==> config.mk <==
export PLATFORM = sky130hd
export DESIGN_NAME = lockstep_compare_flat
export DESIGN_NICKNAME = d
export VERILOG_FILES = /design/src/rtl/lockstep_if.sv /design/src/rtl/lockstep_compare.sv /design/src/flat_wrapper.sv
export SDC_FILE = /design/constraint.sdc
export NUM_CORES = 1
export LEC_CHECK = 0
export CAP_MARGIN = 20
export CORE_AREA = 3 3 559 561
export CTS_BUF_LIST = sky130_fd_sc_hd__clkbuf_8
export DETAILED_ROUTE_END_ITERATION = 10
export DIE_AREA = 0 0 562 564
export HOLD_SLACK_MARGIN = 0.1
export PLACE_DENSITY = 0.3
export SETUP_SLACK_MARGIN = 0.02
export SLEW_MARGIN = 20
export SYNTH_ARGS = -nofsm -noshare
export SYNTH_HDL_FRONTEND = slang
export SYNTH_SLANG_ARGS = --single-unit
==> constraint.sdc <==
create_clock -name clk -period 2.2 [get_ports clk]
set_input_delay 0.33 -clock clk [delete_from_list [all_inputs] [get_ports clk]]
set_output_delay 0.33 -clock clk [all_outputs]
set_load 0.03 [all_outputs]
==> src/rtl/lockstep_if.sv <==
// lockstep_if: golden/DUT bus bundle and checker results for lockstep_compare
interface lockstep_if #(
    parameter int W     = 270,
    parameter int CNT_W = 32
);
    logic             en;
    logic             clr_err;
    logic [W-1:0]     ref_bus;
    logic [W-1:0]     dut_bus;
    logic [W-1:0]     mask;
    logic [W-1:0]     out_bus;
    logic             mismatch;
    logic             err;
    logic             halt;
    logic [W-1:0]     first_diff;
    logic [CNT_W-1:0] first_cycle;
    logic [CNT_W-1:0] err_count;
    logic [CNT_W-1:0] cycle;
    modport master (
        output en, clr_err, ref_bus, dut_bus, mask,
        input  out_bus, mismatch, err, halt, first_diff, first_cycle, err_count, cycle
    );
    modport slave (
        input  en, clr_err, ref_bus, dut_bus, mask,
        output out_bus, mismatch, err, halt, first_diff, first_cycle, err_count, cycle
    );
endinterface

==> src/rtl/lockstep_compare.sv <==
// lockstep_compare: skew-aligned masked lockstep checker with sticky first-failure capture.
// Optional LOCKSTEP_HALT_EN: registered halt that freezes counters once an error is captured.
module lockstep_compare #(
    parameter int W     = 270,
    parameter int SKEW  = 0,
    parameter int CNT_W = 32
) (
    input logic       clk,
    input logic       rst,
    lockstep_if.slave b
);
    localparam logic [3:0] SK = 4'(SKEW);
    typedef enum logic {WARM, RUN} state_t;
    state_t           st, st_n;
    logic [3:0]       warm;
    logic [W-1:0]     ref_d;
    logic [W-1:0]     diff;
    logic             act;
    logic             hit;
    logic             first;
    logic             halt_q;
    logic             mismatch_q;
    logic             err_q;
    logic [W-1:0]     first_diff_q;
    logic [CNT_W-1:0] first_cycle_q;
    logic [CNT_W-1:0] err_count_q;
    logic [CNT_W-1:0] cycle_q;

    generate
        if (SKEW == 0) begin : g_nodly
            assign ref_d = b.ref_bus;
        end else begin : g_dly
            logic [W-1:0] dl [SKEW];
            always_ff @(posedge clk) begin
                if (rst) begin
                    for (int i = 0; i < SKEW; i++) dl[i] <= '0;
                end else if (b.en) begin
                    dl[0] <= b.ref_bus;
                    for (int i = 1; i < SKEW; i++) dl[i] <= dl[i-1];
                end
            end
            assign ref_d = dl[SKEW-1];
        end
    endgenerate

    // Warm-up: stale zeros in the delay line must not be compared.
    always_ff @(posedge clk) begin
        if (rst) begin
            st   <= (SKEW == 0) ? RUN : WARM;
            warm <= '0;
        end else begin
            st   <= st_n;
            warm <= (b.en && st == WARM) ? warm + 4'd1 : warm;
        end
    end

    always_comb begin
        st_n = (st == WARM && b.en && warm + 4'd1 == SK) ? RUN : st;
    end

    always_comb begin
        act   = b.en && st == RUN;
        diff  = (ref_d ^ b.dut_bus) & ~b.mask;
        hit   = act && |diff;
        first = hit && (!err_q || b.clr_err);
    end

`ifdef LOCKSTEP_HALT_EN
    always_ff @(posedge clk) begin
        if (rst) halt_q <= 1'b0;
        else     halt_q <= first ? 1'b1 : b.clr_err ? 1'b0 : halt_q;
    end
`else
    assign halt_q = 1'b0;
`endif

    always_ff @(posedge clk) begin
        if (rst) begin
            mismatch_q    <= 1'b0;
            err_q         <= 1'b0;
            first_diff_q  <= '0;
            first_cycle_q <= '0;
            err_count_q   <= '0;
            cycle_q       <= '0;
        end else begin
            mismatch_q <= hit;
            if (first) begin
                err_q         <= 1'b1;
                first_diff_q  <= diff;
                first_cycle_q <= cycle_q;
            end else if (b.clr_err) begin
                err_q         <= 1'b0;
                first_diff_q  <= '0;
                first_cycle_q <= '0;
            end
            if (b.clr_err)
                err_count_q <= CNT_W'(hit);
            else if (hit && !halt_q && err_count_q != '1)
                err_count_q <= err_count_q + CNT_W'(1);
            if (b.en && !halt_q)
                cycle_q <= cycle_q + CNT_W'(1);
        end
    end

    assign b.out_bus     = b.dut_bus;
    assign b.mismatch    = mismatch_q;
    assign b.err         = err_q;
    assign b.halt        = halt_q;
    assign b.first_diff  = first_diff_q;
    assign b.first_cycle = first_cycle_q;
    assign b.err_count   = err_count_q;
    assign b.cycle       = cycle_q;
endmodule

==> src/flat_wrapper.sv <==
// flat-port wrapper written by rule: the top's interface ports become plain ports
module lockstep_compare_flat 
#(
    parameter int W     = 270,
    parameter int SKEW  = 0,
    parameter int CNT_W = 32
)
  (clk, rst, b_en, b_clr_err, b_ref_bus, b_dut_bus, b_mask, b_out_bus, b_mismatch, b_err, b_halt, b_first_diff, b_first_cycle, b_err_count, b_cycle);
  lockstep_if #(.W(W), .CNT_W(CNT_W)) b_i ();
  input logic clk;
  input logic rst;
  input wire logic [$bits(b_i.en)-1:0] b_en;
  input wire logic [$bits(b_i.clr_err)-1:0] b_clr_err;
  input wire logic [$bits(b_i.ref_bus)-1:0] b_ref_bus;
  input wire logic [$bits(b_i.dut_bus)-1:0] b_dut_bus;
  input wire logic [$bits(b_i.mask)-1:0] b_mask;
  output wire logic [$bits(b_i.out_bus)-1:0] b_out_bus;
  output wire logic [$bits(b_i.mismatch)-1:0] b_mismatch;
  output wire logic [$bits(b_i.err)-1:0] b_err;
  output wire logic [$bits(b_i.halt)-1:0] b_halt;
  output wire logic [$bits(b_i.first_diff)-1:0] b_first_diff;
  output wire logic [$bits(b_i.first_cycle)-1:0] b_first_cycle;
  output wire logic [$bits(b_i.err_count)-1:0] b_err_count;
  output wire logic [$bits(b_i.cycle)-1:0] b_cycle;
  assign b_i.en = b_en;
  assign b_i.clr_err = b_clr_err;
  assign b_i.ref_bus = b_ref_bus;
  assign b_i.dut_bus = b_dut_bus;
  assign b_i.mask = b_mask;
  assign b_out_bus = b_i.out_bus;
  assign b_mismatch = b_i.mismatch;
  assign b_err = b_i.err;
  assign b_halt = b_i.halt;
  assign b_first_diff = b_i.first_diff;
  assign b_first_cycle = b_i.first_cycle;
  assign b_err_count = b_i.err_count;
  assign b_cycle = b_i.cycle;
  lockstep_compare #(.W(W), .SKEW(SKEW), .CNT_W(CNT_W)) u_core (.clk(clk), .rst(rst), .b(b_i));
endmodule
==> metrics.txt <==
vias in the first global route between 20000 and 30000; P&R area growth vs syn 160.9%; vias per cell 3.041; post-synthesis sequential area ratio 39.39%; Rows 204; Worst path slowest cell nand4_1; RSZ-0062 raised after global routing true; Final Cell Area around 50000 µm²; worst path bufs/invs 5; CTS Buf Count 87; CP cell instances clkdlybuf4s50_1 > o22ai_2 > nor4_4 > nand4_1 > nor4_4 > and3_4 > buf_6 > o31a_4 > buf_12 > buf_6 > buf_16 > a21o_1; Placed Cells between 7000 and 8000; number of port buffers approximately 1500; actual slew at the worst max-slew pin 1.103 ns; status finished with violations; Synth area leader dfxtp_1; core box area a little over 300000 µm²; initial antenna violation count 241; TritonCTS clock tree done; ys flop type dfxtp_1; clock skew 0.06506 ns; Slew Viols, Final 0; worst IR drop on VDD 0.3050 mV; Total GRT Usage 16.00%; crit path time final 3.275 ns; Design Power 25130 µW; DP Wirelength 237.7 mm; Syn Area/Cell 9.236 µm²; clk root buf clkbuf_8; WS Path Type in -> reg; CTS Buffer Depth 4; Die Ht 564 µm; Synth area leaders dfxtp_1 39%, xnor2_1 13%, buf_4 12%, a22o_1 6.6%, a21o_1 6.0%; H-tree levels 3; failing checks negative setup slack; DR WL/cell 32.00 µm; drt pass-1 iters 5; endpoint class of the critical path register; placed cell area 43530 µm²; reg2reg setup slack -0.18 ns; Critical Path RT between 2 and 3 ns; Die ar. 317000 µm²; Top-Level Pins 1453; Detail Route Antenna Nets 0; max-cap viol count 0; GRT Residual Overflow 0; Gate Count Post-Synth 2025; Post-route DRC 0; Fill cells 34930; final setup fails slightly below 600; Setup crit start kind input port; Die Width 562 µm; initial DRC count 1520; Seq cells post-synth 368; highest clock rate 0.3053 GHz; vias 25360; Clock Sinks 368; clock latency at the later pin of the worst-skew pair 0.89 ns; synth unique cells 49; CP max stage delay 0.87 ns; Reg clk slew, reported paths 0.06 ns; final hold vios 0; power per cell area 515.0 nW/µm²; Leakage 0.01985 µW; Post-synth EDFFs 0; GPL Wtd Cong 0.9396; layout cells sized above 1 32.53%; final net count 4928; Util after Layout between 15 and 20%; FFs w/ async S/R, synth 0%; synthesized area between 15000 and 20000 µm²; largest net degree at the start of global routing 62; Tcrit/Tclk final 148.9%; final worst slack -1.075 ns; Starting Density about 6%; critical path peak fanout 8; Worst Hold Class in -> reg; Post-Layout Cell Count 8342; Syn Nets 2841; Slew Limit Headroom a little over a quarter; first-pass GRT wire length 320.6 mm; critical path arrival roughly 4 ns; area share of the largest cell type after synthesis 39.39%; YS warnings 0; Crit path max-delay family simple AND/OR/NAND/NOR gates; DRT Wirelength 267.0 mm
[cells by family after synthesis]
group	after synthesis	share of synthesized area, %
and+or+nand+nor	557	14.94
AOI/OAI and AO/OA	416	16.85
DFF	368	39.39
buffers and inverters	365	13.76
xor gates and xnor gates	299	14.00
muxes	17	0.9098
adders and majority gates	2	0.1338
other	1	0.02005
[sequential cells by signal, summed over array words and instances (netlist names)]
name / count
u_core.b.err_count: 32
u_core.b.first_diff: 270
u_core.b.mismatch: 1
u_core.b.err: 1
u_core.b.first_cycle: 32
u_core.b.cycle: 32
[through the flow]
step,hold WS (ns),setup TNS (ns),setup WS (ns)
floorplan,0.4499,-0.006283,-0.006283
global placement,0.4360,-1187.21,-3.577
detailed placement,0.4384,-1026.45,-3.108
CTS,0.1009,-409.79,-1.045
global route,0.1129,-393.49,-1.041
finish,0.1912,-350.80,-1.075
[what timing repair did]
item / 4_1_cts / 5_1_grt
hold buffers: 99 / 7
gates cloned: 15 / 15
hold endpoints to repair: 90 / 7
setup endpoints to repair: 692 / 697
resized for setup: 263 / 135
pin swaps: 110 / 111
buffers inserted: 46 / 8
[per-layer routing]
metal / GRT usage (%) / up-vias / part of all wire (%)
met4: 2.803 / 142 / 2.4
met1: 17.44 / 11990 / 37
li1: - / 11250 / -
met3: 7.962 / 518 / 11
met2: 28.03 / 1463 / 49
met5: 0 / - / 0.36
[report_power, final]
group	internal (µW)	total [µW]	switching [µW]
registers	6870	7020	153
logic	4550	8930	4380
clock network	5250	9170	3920
[worst register-to-register path, stage by stage, from the launching register on]
cell	delay, ns
dfxtp_1	0.31
nor2b_1	0.41
or3_4	0.26
buf_4	0.36
buf_12	0.41
nor3_1	0.22
buf_4	0.16
a21o_1	0.14
[placed cells by master (no fill, tap or decap), types with 16 or more instances in the layout]
cell type and count:
or3_1 28, nand2_1 59, nor4_1 28, nor4_2 16
diode_2 54, dlygate4sd3_1 106, a22o_1 141, dlygate4sd2_1 39
mux2i_1 17, o22ai_1 63, buf_16 20, buf_12 182
a21o_1 150, nand4_1 29, nand3_1 19, nor3_1 157
inv_1 25, xor2_1 21, nor2_1 157, dlymetal6s2s_1 28
clkbuf_8 106, xnor2_2 70, xnor2_1 197, buf_6 26
dfxtp_1 350, buf_4 770, clkdlybuf4s50_1 1125, nor4_4 16
[path summary, 6_finish.rpt]
| path | startpoint | endpoint | depth (start not counted) |
|---|---|---|---|
| max | b_mask[153] | u_core.b.first_diff[223]$_SDFFE_PP0P_ | 12 |
| max reg2reg | u_core.b.err$_SDFFE_PP0P_ | u_core.b.first_diff[174]$_SDFFE_PP0P_ | 7 |
| min reg2reg | u_core.b.first_diff[107]$_SDFFE_PP0P_ | u_core.b.first_diff[107]$_SDFFE_PP0P_ | 1 |
| min | b_dut_bus[147] | u_core.b.first_diff[147]$_SDFFE_PP0P_ | 6 |
[synth_stat cells (9+ instances only)]
master and count:
and3_1 10, buf_4 294, o21ai_0 9, mux2i_1 17, nand4_1 29, or3_1 30, nor2_1 159, xnor2_1 278
xor2_1 21, a21o_1 150, nor3_1 161, o22ai_1 85, dfxtp_1 368, nand2_1 59, buf_6 10, a22o_1 141
clkbuf_1 34, buf_2 20, nand3_1 19, nor4_1 59, a21oi_1 12
[layout make-up]
type | count | area, µm² | area share (%)
Antenna cell | 54 | 135.1 | 0.2769
Clock buffer | 106 | 1459 | 2.990
Clock inverter | 39 | 385.4 | 0.7898
Inverter | 4 | 15.01 | 0.03077
Multi-Input combinational cell | 1292 | 10160 | 20.82
Sequential cell | 368 | 7405 | 15.18
Tap cell | 4120 | 5155 | 10.56
Timing Repair Buffer | 2359 | 24080 | 49.36
Power figures use the tool's default switching activity.
==> RTL change (same flow settings) <==
The option `LOCKSTEP_HALT_EN` is turned on by a define.
--- a/src/rtl/lockstep_compare.sv
+++ b/src/rtl/lockstep_compare.sv
@@ -1,5 +1,7 @@
 // lockstep_compare: skew-aligned masked lockstep checker with sticky first-failure capture.
 // Optional LOCKSTEP_HALT_EN: registered halt that freezes counters once an error is captured.
+`define LOCKSTEP_HALT_EN
+
 module lockstep_compare #(
     parameter int W     = 270,
     parameter int SKEW  = 0,
Function: not settled (the Yosys comparison gave no result); the edit may change what the design does.
==> RTL change against the original RTL <==
  * The flow finishes with violations (negative hold slack, negative setup slack)
  * Count of clock-buffer cells in the layout fell by 1
  * First-iteration DRC count fell by 27%
  * Area after synthesis fell by 0.70%
  * Die area did not move
  * Combinational power rose by 6.7%
  * Via count fell by 0.95%
  * Wire length rose by 3.1%
  * Global-route usage rose by 0.49 points
  * Sequential power barely moved
  * Sequential cell count did not move
  * Power fell by 0.82%
  * Utilization rose by 0.23 points
  * Cell area rose by 1.4%
  * Worst setup slack improved by 0.42 ns
  * Largest cell class unchanged
==> RTL change: results (changes against the original RTL) <==
| Metric | Value |
|---|---|
| Outcome | `finished with violations` |
| Final HPWL DP | `246 mm (+3.7%)` |
| Worst VDD drop | `0.293 mV (-3.9%)` |
| Buffering overhead | `0.484 (-0.00979)` |
| Comb_multi_in | `1245 (-3.6%)` |
| Seq/Total Area, Yosys | `0.397 (+0.00279)` |
| Final sum of negative setup slack | `-208.15 ns (+142.65 ns)` |
| Initial antenna violation count | `302 (+25%)` |
| Setup ws final | `-0.654 ns (+0.421 ns)` |
| Xor/xnor share of the synthesized area | `0.145 (+0.00476)` |
| Synth Area in Compound Gates | `0.187 (+0.0186)` |
| Top post-synthesis cells by count | `368 x dfxtp_1, 311 x nor2_1, 303 x a22o_1, 284 x xnor2_1, 281 x buf_4` |
| WHS | `-0.0218 ns (-0.213 ns)` |
| DR iter-0 viols | `1106 (-27%)` |
| Layout cells sized above 1 | `0.380 (+0.0546)` |
| Worst-Margin Slew | `0.653 ns (-0.450 ns)` |
| Gp weighted congestion | `0.905 (-3.7%)` |
| Via Count | `25100 (-0.95%)` |
| Syn nets | `2784 (-2.0%)` |
| CLK BUF | `105 (-0.94%)` |
| Reg area | `7400 um^2 (about the same)` |
| Vias in the first global route | `25600 (-0.078%)` |
| Slowest cell delay on critical path | `0.51 ns (-0.36 ns)` |
| Reg2Reg Depth | `10 (+3)` |
| Fillers | `34800 (-0.25%)` |
| Fraction of area in multi-input gates | `0.226 (+0.0180)` |
| Critical path fanouts, max | `11 (+3)` |
| Final hold violations | `1 (+1)` |
| Endpoints failing setup | `561 (-5.9%)` |
| Top Family by Delay on Critical Path | `buffers and inverters` |
| Tot GR Track Use | `0.165 (+0.00490)` |
| Critical path endpoint | `u_core.b.first_diff[150]$_SDFFE_PP0P_` |
| Routed len/inst | `33.3 um (+4.0%)` |
| Final Net Count | `4877 (-1.0%)` |
| Worst r2r src | `u_core.b.err_count[14]$_SDFFE_PP0P_` |
| Failing checks | `negative hold slack, negative setup slack` |
| Switching Fraction | `0.346 (+0.00957)` |
| ClkCell Share | `0.0337 (-0.00407)` |
| Synth unique cells | `47 (-4.1%)` |
-- RTL change: per-stage QoR --
step	worst slack, ns	instance area (um^2)	std cells	power (mW)
floorplan	-0.133	19000	1968	9.83
global placement	-3.19	43000	7867	15.7
detailed placement	-2.53	43100	7868	15.7
CTS	-0.569	48500	8192	25.4
global route	-0.715	49400	8245	26.2
finish	-0.654	49500	8274	24.9
-- RTL change: worst min-delay path by stage --
stage | endpoint | slack [ns]
6_report | u_core.b.first_diff[191]$_SDFFE_PP0P_ | -0.02
5_1_grt | u_core.b.first_diff[191]$_SDFFE_PP0P_ | -0.09
4_1_cts | u_core.b.first_diff[90]$_SDFFE_PP0P_ | 0.10
3_5_place_dp | u_core.b.first_diff[186]$_SDFFE_PP0P_ | 0.45
3_3_place_gp | u_core.b.first_cycle[13]$_SDFFE_PP0P_ | 0.46
2_1_floorplan | u_core.b.err_count[0]$_SDFFE_PP0P_ | 0.46
-- RTL change: what timing repair did --
action,4_1_cts,5_1_grt
endpoints found under the hold margin,108,4
resized for setup,885,129
cloned,15,15
setup buffers,78,24
hold buffers,102,4
pin swaps,202,68
setup endpoints to repair,664,668
-- RTL change: power groups by stage --
stage	registers [mW]	logic (mW)	clock network, mW
after detailed placement	7.17	8.53	0
after floorplan	7.54	2.29	0
final	7.04	9.53	8.36
after global routing	7.06	10.0	9.07
after CTS	7.04	9.56	8.84
after global placement	7.18	8.54	0
-- RTL change: metal layers --
layer,global-route usage,up-vias,routed length (um)
li1,-,11000,-
met1,0.180,11800,103000
met2,0.272,1564,126000
met3,0.0991,589,36200
met4,0.0386,170,8520
met5,0,-,1150
